--- src/rtl/fifo_rd_serializer_if.sv ---
// Bundles the FIFO read port, the byte stream toward the consumer and the status
// outputs of fifo_rd_serializer into one interface.
interface fifo_rd_serializer_if #(
    parameter int WIDTH     = 16,
    parameter int OUT_WIDTH = 8,
    parameter int CNT_WIDTH = 16
);
    logic                 empty_i;
    logic                 rd_en_o;
    logic [WIDTH-1:0]     rdata_i;
    logic                 rd_error_i;
    logic [OUT_WIDTH-1:0] m_data_o;
    logic                 m_valid_o;
    logic                 m_ready_i;
    logic                 m_last_o;
    logic [CNT_WIDTH-1:0] word_cnt_o;
    logic                 err_o;
    logic                 busy_o;

    modport master (
        input  empty_i, rdata_i, rd_error_i, m_ready_i,
        output rd_en_o, m_data_o, m_valid_o, m_last_o, word_cnt_o, err_o, busy_o
    );

    modport slave (
        output empty_i, rdata_i, rd_error_i, m_ready_i,
        input  rd_en_o, m_data_o, m_valid_o, m_last_o, word_cnt_o, err_o, busy_o
    );
endinterface

--- src/rtl/fifo_rd_serializer.sv ---
// Read side of the dual-clock FIFO: pops one word at a time and streams it out as
// OUT_WIDTH-bit beats, counting completed words and latching FIFO read errors.
module fifo_rd_serializer #(
    parameter int WIDTH      = 16,
    parameter int OUT_WIDTH  = 8,
    parameter bit BIG_ENDIAN = 1'b1,
    parameter int CNT_WIDTH  = 16
) (
    input  logic                clk_i,
    input  logic                rst_i,
    fifo_rd_serializer_if.master bus
);
    localparam int N      = WIDTH / OUT_WIDTH;
    localparam int BEAT_W = (N > 1) ? $clog2(N) : 1;
    localparam logic [BEAT_W-1:0] LAST_BEAT = BEAT_W'(N - 1);

    typedef enum logic [1:0] {
        IDLE  = 2'd0,
        FETCH = 2'd1,
        LOAD  = 2'd2,
        SEND  = 2'd3
    } state_t;

    state_t               state_r;
    logic [WIDTH-1:0]     shift_r;
    logic [BEAT_W-1:0]    beat_r;
    logic [BEAT_W-1:0]    beat_nxt_s;
    logic                 rd_en_r;
    logic [OUT_WIDTH-1:0] m_data_r;
    logic                 m_valid_r;
    logic                 m_last_r;
    logic [CNT_WIDTH-1:0] word_cnt_r;
    logic                 err_r;
    logic                 busy_r;

    // Selects beat k of a word, honouring the configured chunk order.
    function automatic logic [OUT_WIDTH-1:0] chunk_of(input logic [WIDTH-1:0] word,
                                                      input logic [BEAT_W-1:0] k);
        logic [WIDTH-1:0] shifted_s;
        int               idx_s;
        idx_s     = BIG_ENDIAN ? (N - 1 - int'(k)) : int'(k);
        shifted_s = word >> (idx_s * OUT_WIDTH);
        return shifted_s[OUT_WIDTH-1:0];
    endfunction

    assign beat_nxt_s = beat_r + BEAT_W'(1);

    // Main fetch/load/send sequencer with all stream and FIFO outputs registered.
    always_ff @(posedge clk_i or negedge rst_i) begin
        if (!rst_i) begin
            state_r    <= IDLE;
            shift_r    <= {WIDTH{1'b0}};
            beat_r     <= {BEAT_W{1'b0}};
            rd_en_r    <= 1'b0;
            m_data_r   <= {OUT_WIDTH{1'b0}};
            m_valid_r  <= 1'b0;
            m_last_r   <= 1'b0;
            word_cnt_r <= {CNT_WIDTH{1'b0}};
            busy_r     <= 1'b0;
        end else begin
            case (state_r)
                IDLE: begin
                    if (!bus.empty_i) begin
                        state_r <= FETCH;
                        rd_en_r <= 1'b1;
                        busy_r  <= 1'b1;
                    end else begin
                        state_r <= IDLE;
                    end
                end
                FETCH: begin
                    state_r <= LOAD;
                    rd_en_r <= 1'b0;
                end
                LOAD: begin
                    shift_r   <= bus.rdata_i;
                    beat_r    <= {BEAT_W{1'b0}};
                    m_data_r  <= chunk_of(bus.rdata_i, {BEAT_W{1'b0}});
                    m_valid_r <= 1'b1;
                    m_last_r  <= (N == 1) ? 1'b1 : 1'b0;
                    state_r   <= SEND;
                end
                SEND: begin
                    if (m_valid_r && bus.m_ready_i) begin
                        if (beat_r == LAST_BEAT) begin
                            m_valid_r  <= 1'b0;
                            m_last_r   <= 1'b0;
                            word_cnt_r <= word_cnt_r + CNT_WIDTH'(1);
                            // Chain straight into the next pop when more data is waiting.
                            if (!bus.empty_i) begin
                                state_r <= FETCH;
                                rd_en_r <= 1'b1;
                            end else begin
                                state_r <= IDLE;
                                busy_r  <= 1'b0;
                            end
                        end else begin
                            beat_r   <= beat_nxt_s;
                            m_data_r <= chunk_of(shift_r, beat_nxt_s);
                            m_last_r <= (beat_nxt_s == LAST_BEAT) ? 1'b1 : 1'b0;
                        end
                    end else begin
                        state_r <= SEND;
                    end
                end
                default: begin
                    state_r   <= IDLE;
                    rd_en_r   <= 1'b0;
                    m_valid_r <= 1'b0;
                    m_last_r  <= 1'b0;
                    busy_r    <= 1'b0;
                end
            endcase
        end
    end

    // Sticky read-error flag, cleared only by reset.
    always_ff @(posedge clk_i or negedge rst_i) begin
        if (!rst_i) begin
            err_r <= 1'b0;
        end else if (bus.rd_error_i) begin
            err_r <= 1'b1;
        end else begin
            err_r <= err_r;
        end
    end

    assign bus.rd_en_o    = rd_en_r;
    assign bus.m_data_o   = m_data_r;
    assign bus.m_valid_o  = m_valid_r;
    assign bus.m_last_o   = m_last_r;
    assign bus.word_cnt_o = word_cnt_r;
    assign bus.err_o      = err_r;
    assign bus.busy_o     = busy_r;
endmodule
--- src/flat_wrapper.sv ---
// flat-port wrapper written by rule: the top's interface ports become plain ports
module fifo_rd_serializer_flat 
#(
    parameter int WIDTH      = 16,
    parameter int OUT_WIDTH  = 8,
    parameter bit BIG_ENDIAN = 1'b1,
    parameter int CNT_WIDTH  = 16
)
  (clk_i, rst_i, bus_empty_i, bus_rdata_i, bus_rd_error_i, bus_m_ready_i, bus_rd_en_o, bus_m_data_o, bus_m_valid_o, bus_m_last_o, bus_word_cnt_o, bus_err_o, bus_busy_o);
  fifo_rd_serializer_if #(.WIDTH(WIDTH), .OUT_WIDTH(OUT_WIDTH), .CNT_WIDTH(CNT_WIDTH)) bus_i ();
  input  logic clk_i;
  input  logic rst_i;
  input wire logic [$bits(bus_i.empty_i)-1:0] bus_empty_i;
  input wire logic [$bits(bus_i.rdata_i)-1:0] bus_rdata_i;
  input wire logic [$bits(bus_i.rd_error_i)-1:0] bus_rd_error_i;
  input wire logic [$bits(bus_i.m_ready_i)-1:0] bus_m_ready_i;
  output wire logic [$bits(bus_i.rd_en_o)-1:0] bus_rd_en_o;
  output wire logic [$bits(bus_i.m_data_o)-1:0] bus_m_data_o;
  output wire logic [$bits(bus_i.m_valid_o)-1:0] bus_m_valid_o;
  output wire logic [$bits(bus_i.m_last_o)-1:0] bus_m_last_o;
  output wire logic [$bits(bus_i.word_cnt_o)-1:0] bus_word_cnt_o;
  output wire logic [$bits(bus_i.err_o)-1:0] bus_err_o;
  output wire logic [$bits(bus_i.busy_o)-1:0] bus_busy_o;
  assign bus_i.empty_i = bus_empty_i;
  assign bus_i.rdata_i = bus_rdata_i;
  assign bus_i.rd_error_i = bus_rd_error_i;
  assign bus_i.m_ready_i = bus_m_ready_i;
  assign bus_rd_en_o = bus_i.rd_en_o;
  assign bus_m_data_o = bus_i.m_data_o;
  assign bus_m_valid_o = bus_i.m_valid_o;
  assign bus_m_last_o = bus_i.m_last_o;
  assign bus_word_cnt_o = bus_i.word_cnt_o;
  assign bus_err_o = bus_i.err_o;
  assign bus_busy_o = bus_i.busy_o;
  fifo_rd_serializer #(.WIDTH(WIDTH), .OUT_WIDTH(OUT_WIDTH), .BIG_ENDIAN(BIG_ENDIAN), .CNT_WIDTH(CNT_WIDTH)) u_core (.clk_i(clk_i), .rst_i(rst_i), .bus(bus_i));
endmodule
--- config.mk ---
export PLATFORM = sky130hd
export DESIGN_NAME = fifo_rd_serializer_flat
export DESIGN_NICKNAME = d
export VERILOG_FILES = /design/src/rtl/fifo_rd_serializer_if.sv /design/src/rtl/fifo_rd_serializer.sv /design/src/flat_wrapper.sv
export SDC_FILE = /design/constraint.sdc
export NUM_CORES = 1
export LEC_CHECK = 0
export CORE_MARGIN = 10
export CORE_UTILIZATION = 25
export CTS_BUF_LIST = sky130_fd_sc_hd__clkbuf_8
export CTS_CLUSTER_DIAMETER = 150
export DETAILED_ROUTE_END_ITERATION = 7
export SYNTH_ARGS = -nofsm -noshare
export SYNTH_HDL_FRONTEND = slang
export SYNTH_SLANG_ARGS = --single-unit
--- constraint.sdc ---
create_clock -name clk_i -period 1.4 [get_ports clk_i]
set_input_delay 0.28 -clock clk_i [delete_from_list [all_inputs] [get_ports clk_i]]
set_output_delay 0.28 -clock clk_i [all_outputs]
set_load 0.02 [all_outputs]
==> results of run 1 <==
## report_power, final
group / switching [mW] / total, mW / internal, mW
clock network: 0.455 / 0.844 / 0.390
logic: 1.43 / 2.90 / 1.47
registers: 0.369 / 2.27 / 1.90
total: 2.26 / 6.01 / 3.76
## state kept, by name, summed over array words and instances (netlist names)
register               flops
u_core.bus.word_cnt_o     16
u_core.shift_r            16
u_core.beat_r              1
u_core.state_r             2
u_core.bus.err_o           1
u_core.bus.busy_o          1
u_core.bus.rd_en_o         1
u_core.bus.m_valid_o       1
u_core.bus.m_data_o        8
u_core.bus.m_last_o        1
## cells by family (layout without fill, tap and decap cells)
kind of cell    after synthesis  in the layout  synth area share
compound gates               26             26           0.06596
xor+xnor                     15             15           0.06239
fa+ha+maj                     1              1          0.005941
buf+inv                      11             93           0.02496
flops                        48             48            0.5704
mux                          25             25            0.1289
simple gates                 54             54            0.1414
## tightest hold or removal path, cell delays in order
cell,delay (ns)
dlymetal6s2s_1,0.16
nand3_4,0.12
o21ai_0,0.08
nand2b_1,0.06
## final timing paths
check	end	cells after the start	slack, ns
worst max-delay path	bus_word_cnt_o[2]	1	0.02
worst min-delay path	u_core.bus.m_valid_o$_DFFE_PN0P_	4	0.43
worst max register to register	u_core.bus.m_data_o[6]$_DFFE_PN0P_	6	0.05
worst min register to register	u_core.bus.err_o$_DFFE_PN0P_	1	0.47
max in group asynchronous	u_core.bus.m_valid_o$_DFFE_PN0P_	3	0.68
min in group asynchronous	u_core.bus.word_cnt_o[0]$_DFFE_PN0P_	3	0.50
## layout by cell type, fill, tap and decap left out, types with 2 or more instances in the layout
| cell | count |
|---|---|
| o21ai_2 | 4 |
| o21ai_0 | 3 |
| xor2_1 | 3 |
| mux2_2 | 17 |
| nor3_4 | 2 |
| o22a_1 | 2 |
| buf_12 | 3 |
| clkbuf_8 | 6 |
| a21oi_1 | 11 |
| nor2_1 | 13 |
| dfrtp_2 | 3 |
| mux2i_1 | 8 |
| and3_1 | 2 |
| o21ai_1 | 5 |
| xnor2_1 | 12 |
| nand3_1 | 7 |
| and4_1 | 2 |
| nand4_1 | 6 |
| clkdlybuf4s50_1 | 18 |
| inv_1 | 6 |
| dlygate4sd2_1 | 25 |
| clkdlybuf4s15_1 | 3 |
| buf_4 | 26 |
| nand2_2 | 7 |
| nand2_1 | 6 |
| dfrtp_1 | 45 |
| buf_6 | 2 |
## metrics by stage
step           setup slack, ns  TNS [ns]  power [mW]
2_1_floorplan          0.01507         0       3.815
3_3_place_gp           -0.3207    -5.660       4.904
3_5_place_dp           -0.3337    -5.999       4.966
4_1_cts                0.01135         0       5.698
5_1_grt               -0.09485   -0.4842       6.509
6_report               0.02447         0       6.014
## timing repair
item / CTS / global route
buffers inserted: 0 / 7
hold buffers: 1 / 0
cloned: 0 / 1
pin swaps: 0 / 11
gates resized for setup: 33 / 29
setup endpoints to repair: 42 / 22
endpoints found under the hold margin: 48 / 0
## layer usage
layer | wire (microns) | track usage
met3 | 479 | 0.03972
met1 | 2232 | 0.09612
met2 | 2358 | 0.1255
met4 | 41 | 0.02057
met5 | 0 | 0
## layout make-up
type / instances / share of cell area
Clock inverter: 2 / 0.002426
Tap cell: 105 / 0.04246
Inverter: 4 / 0.004852
Clock buffer: 6 / 0.02669
Timing Repair Buffer: 81 / 0.2390
Multi-Input combinational cell: 121 / 0.2952
Sequential cell: 48 / 0.3894
==> summary.md, run 1 <==
| Metric | Value |
|---|---|
| Status | completed |
| Initial drt markers | 61 |
| Final min period | 1.376 ns |
| Worst relative slew slack | 0.8057 |
| CP bufs+invs | 1 |
| Synth Instances | 180 |
| Via count | 1646 |
| DP HPWL | 3.646 mm |
| Wire length per cell | 13.93 microns |
| Final setup viols | 0 |
| Hold Crit Class | in -> reg |
| First-pass GRT wire length | 8.411 mm |
| Critical setup path kind | reg -> out |
| Delay-heaviest family, CP | flip-flops |
| Post-Syn Area | 0.002106 sq mm |
| Total die area | 0.01249 sq mm |
| Leak Pwr | 1.449 nW |
| Slowest-stage cell, CP | dfrtp_1 |
| CTS max path bufs | 2 |
| Final Max Tran Viols | 0 |
| Final net count | 283 |
| Max IR drop VDD | 0.8042 mV |
| Clock Sinks | 48 |
| Hold Vio Cnt, Final | 0 |
| Syn nets | 202 |
| Fin Hold WS | 0.4339 ns |
| Async SR Flop Fraction | 1.000 |
| Core ar. | 0.008217 sq mm |
| Crit path arrival time | 1.10 ns |
| Start point of the critical path | u_core.bus.word_cnt_o[2]$_DFFE_PN0P_ |
| RR Startpoint | u_core.beat_r$_DFFE_PN0P_ |
| CP cell instances | dlygate4sd2_1 |
| Die W | 111.8 microns |
| Routed Antenna Nets | 0 |
| Critical Path Source Type | register |
| Post-route design area | 0.003094 sq mm |
| Total of max-cap violations | 0 |
| DR DRC count | 0 |
| Worst Hold Launch | bus_m_ready_i |
| Worst endpoint required time | 1.12 ns |
| CTS tree | yes |
| Die Span Y | 111.8 microns |
| CTS HTree Levels | 2 |
| Top-count cell post-synth | dfrtp_1 |
| Non-filler cells in the finished layout | 367 |
| Initial antenna violation count | 0 |
| Gr usage total | 0.08038 |
| Router iterations before antenna repair | 4 |
| Fill cells | 825 |
| Diode count | 0 |
| Area share of the largest cell type after synthesis | 0.5704 |
| Total CTS buffers | 5 |
| Synth warn | 0 |
| Synth area leaders | dfrtp_1, mux2_2, xnor2_1 |
| Slew @ Worst Pin | 0.2905 ns |
| Worst-Skew Late Latency | 0.30 ns |
| Sequential cell area fraction in the yosys report | 0.5704 |
| Post-synth top flop | dfrtp_1 |
| Worst Setup End Kind | primary output |
| Largest net degree at the start of global routing | 49 |
| Skew final | 0.005827 ns |
| Placed Area | 0.002889 sq mm |
| PD cells | 1944 mW/mm^2 |
| EDFF count, synth | 0 |
| Vias/cell | 4.485 |
| Fmax | 727.0 MHz |
| Yosys reg bits | 48 |
| Vias in the first global route | 1671 |
| Syn Area/Cell | 11.70 sq um |
| Area occupied by registers | 0.001205 sq mm |
| # IOs | 50 |
| Slowest stage delay, CP | 0.44 ns |
| Worst-path fanout max | 5 |
| Starting Density | 0.2563 |
| Gpl congestion | 0.7881 |
| Commonest cells post-synth | dfrtp_1, mux2_2, nor2_1 |
| Clock Root Buffer | clkbuf_8 |
| Std-Cell Rows | 33 |
| Synth-to-Final Area Change | 46.94% |
| Layout Utilization | 0.3766 |
| Placed cells | 350 |
| Area leader, netlist | dfrtp_1 |
| RSZ-0062 raised after global routing | yes |
| Final Cycle Share | 0.9825 |
| Distinct cells, synth | 28 |
| Multi-input gate area | 913.4 sq um |
| CTS clk-pin slew, worst paths | 0.09 ns |
| Share of layout cells above drive strength 1 | 0.3053 |
| GRT overflow | 0 |
| Final wirelength | 5.112 mm |
| I/O Buffers | 49 |
Power figures use the tool's default switching activity.
==> run 2: changes to the inputs <==
Settings changed: SLEW_MARGIN from default to 25.
==> results of run 2 <==
Same layout as run 1: the final DEF is identical, and so are final timing and power.
==> run 3: changes to the inputs <==
Settings changed: CTS_CLUSTER_SIZE from default to 12.
==> results of run 3 <==
Same layout as run 1: the final DEF is identical, and so are final timing and power.
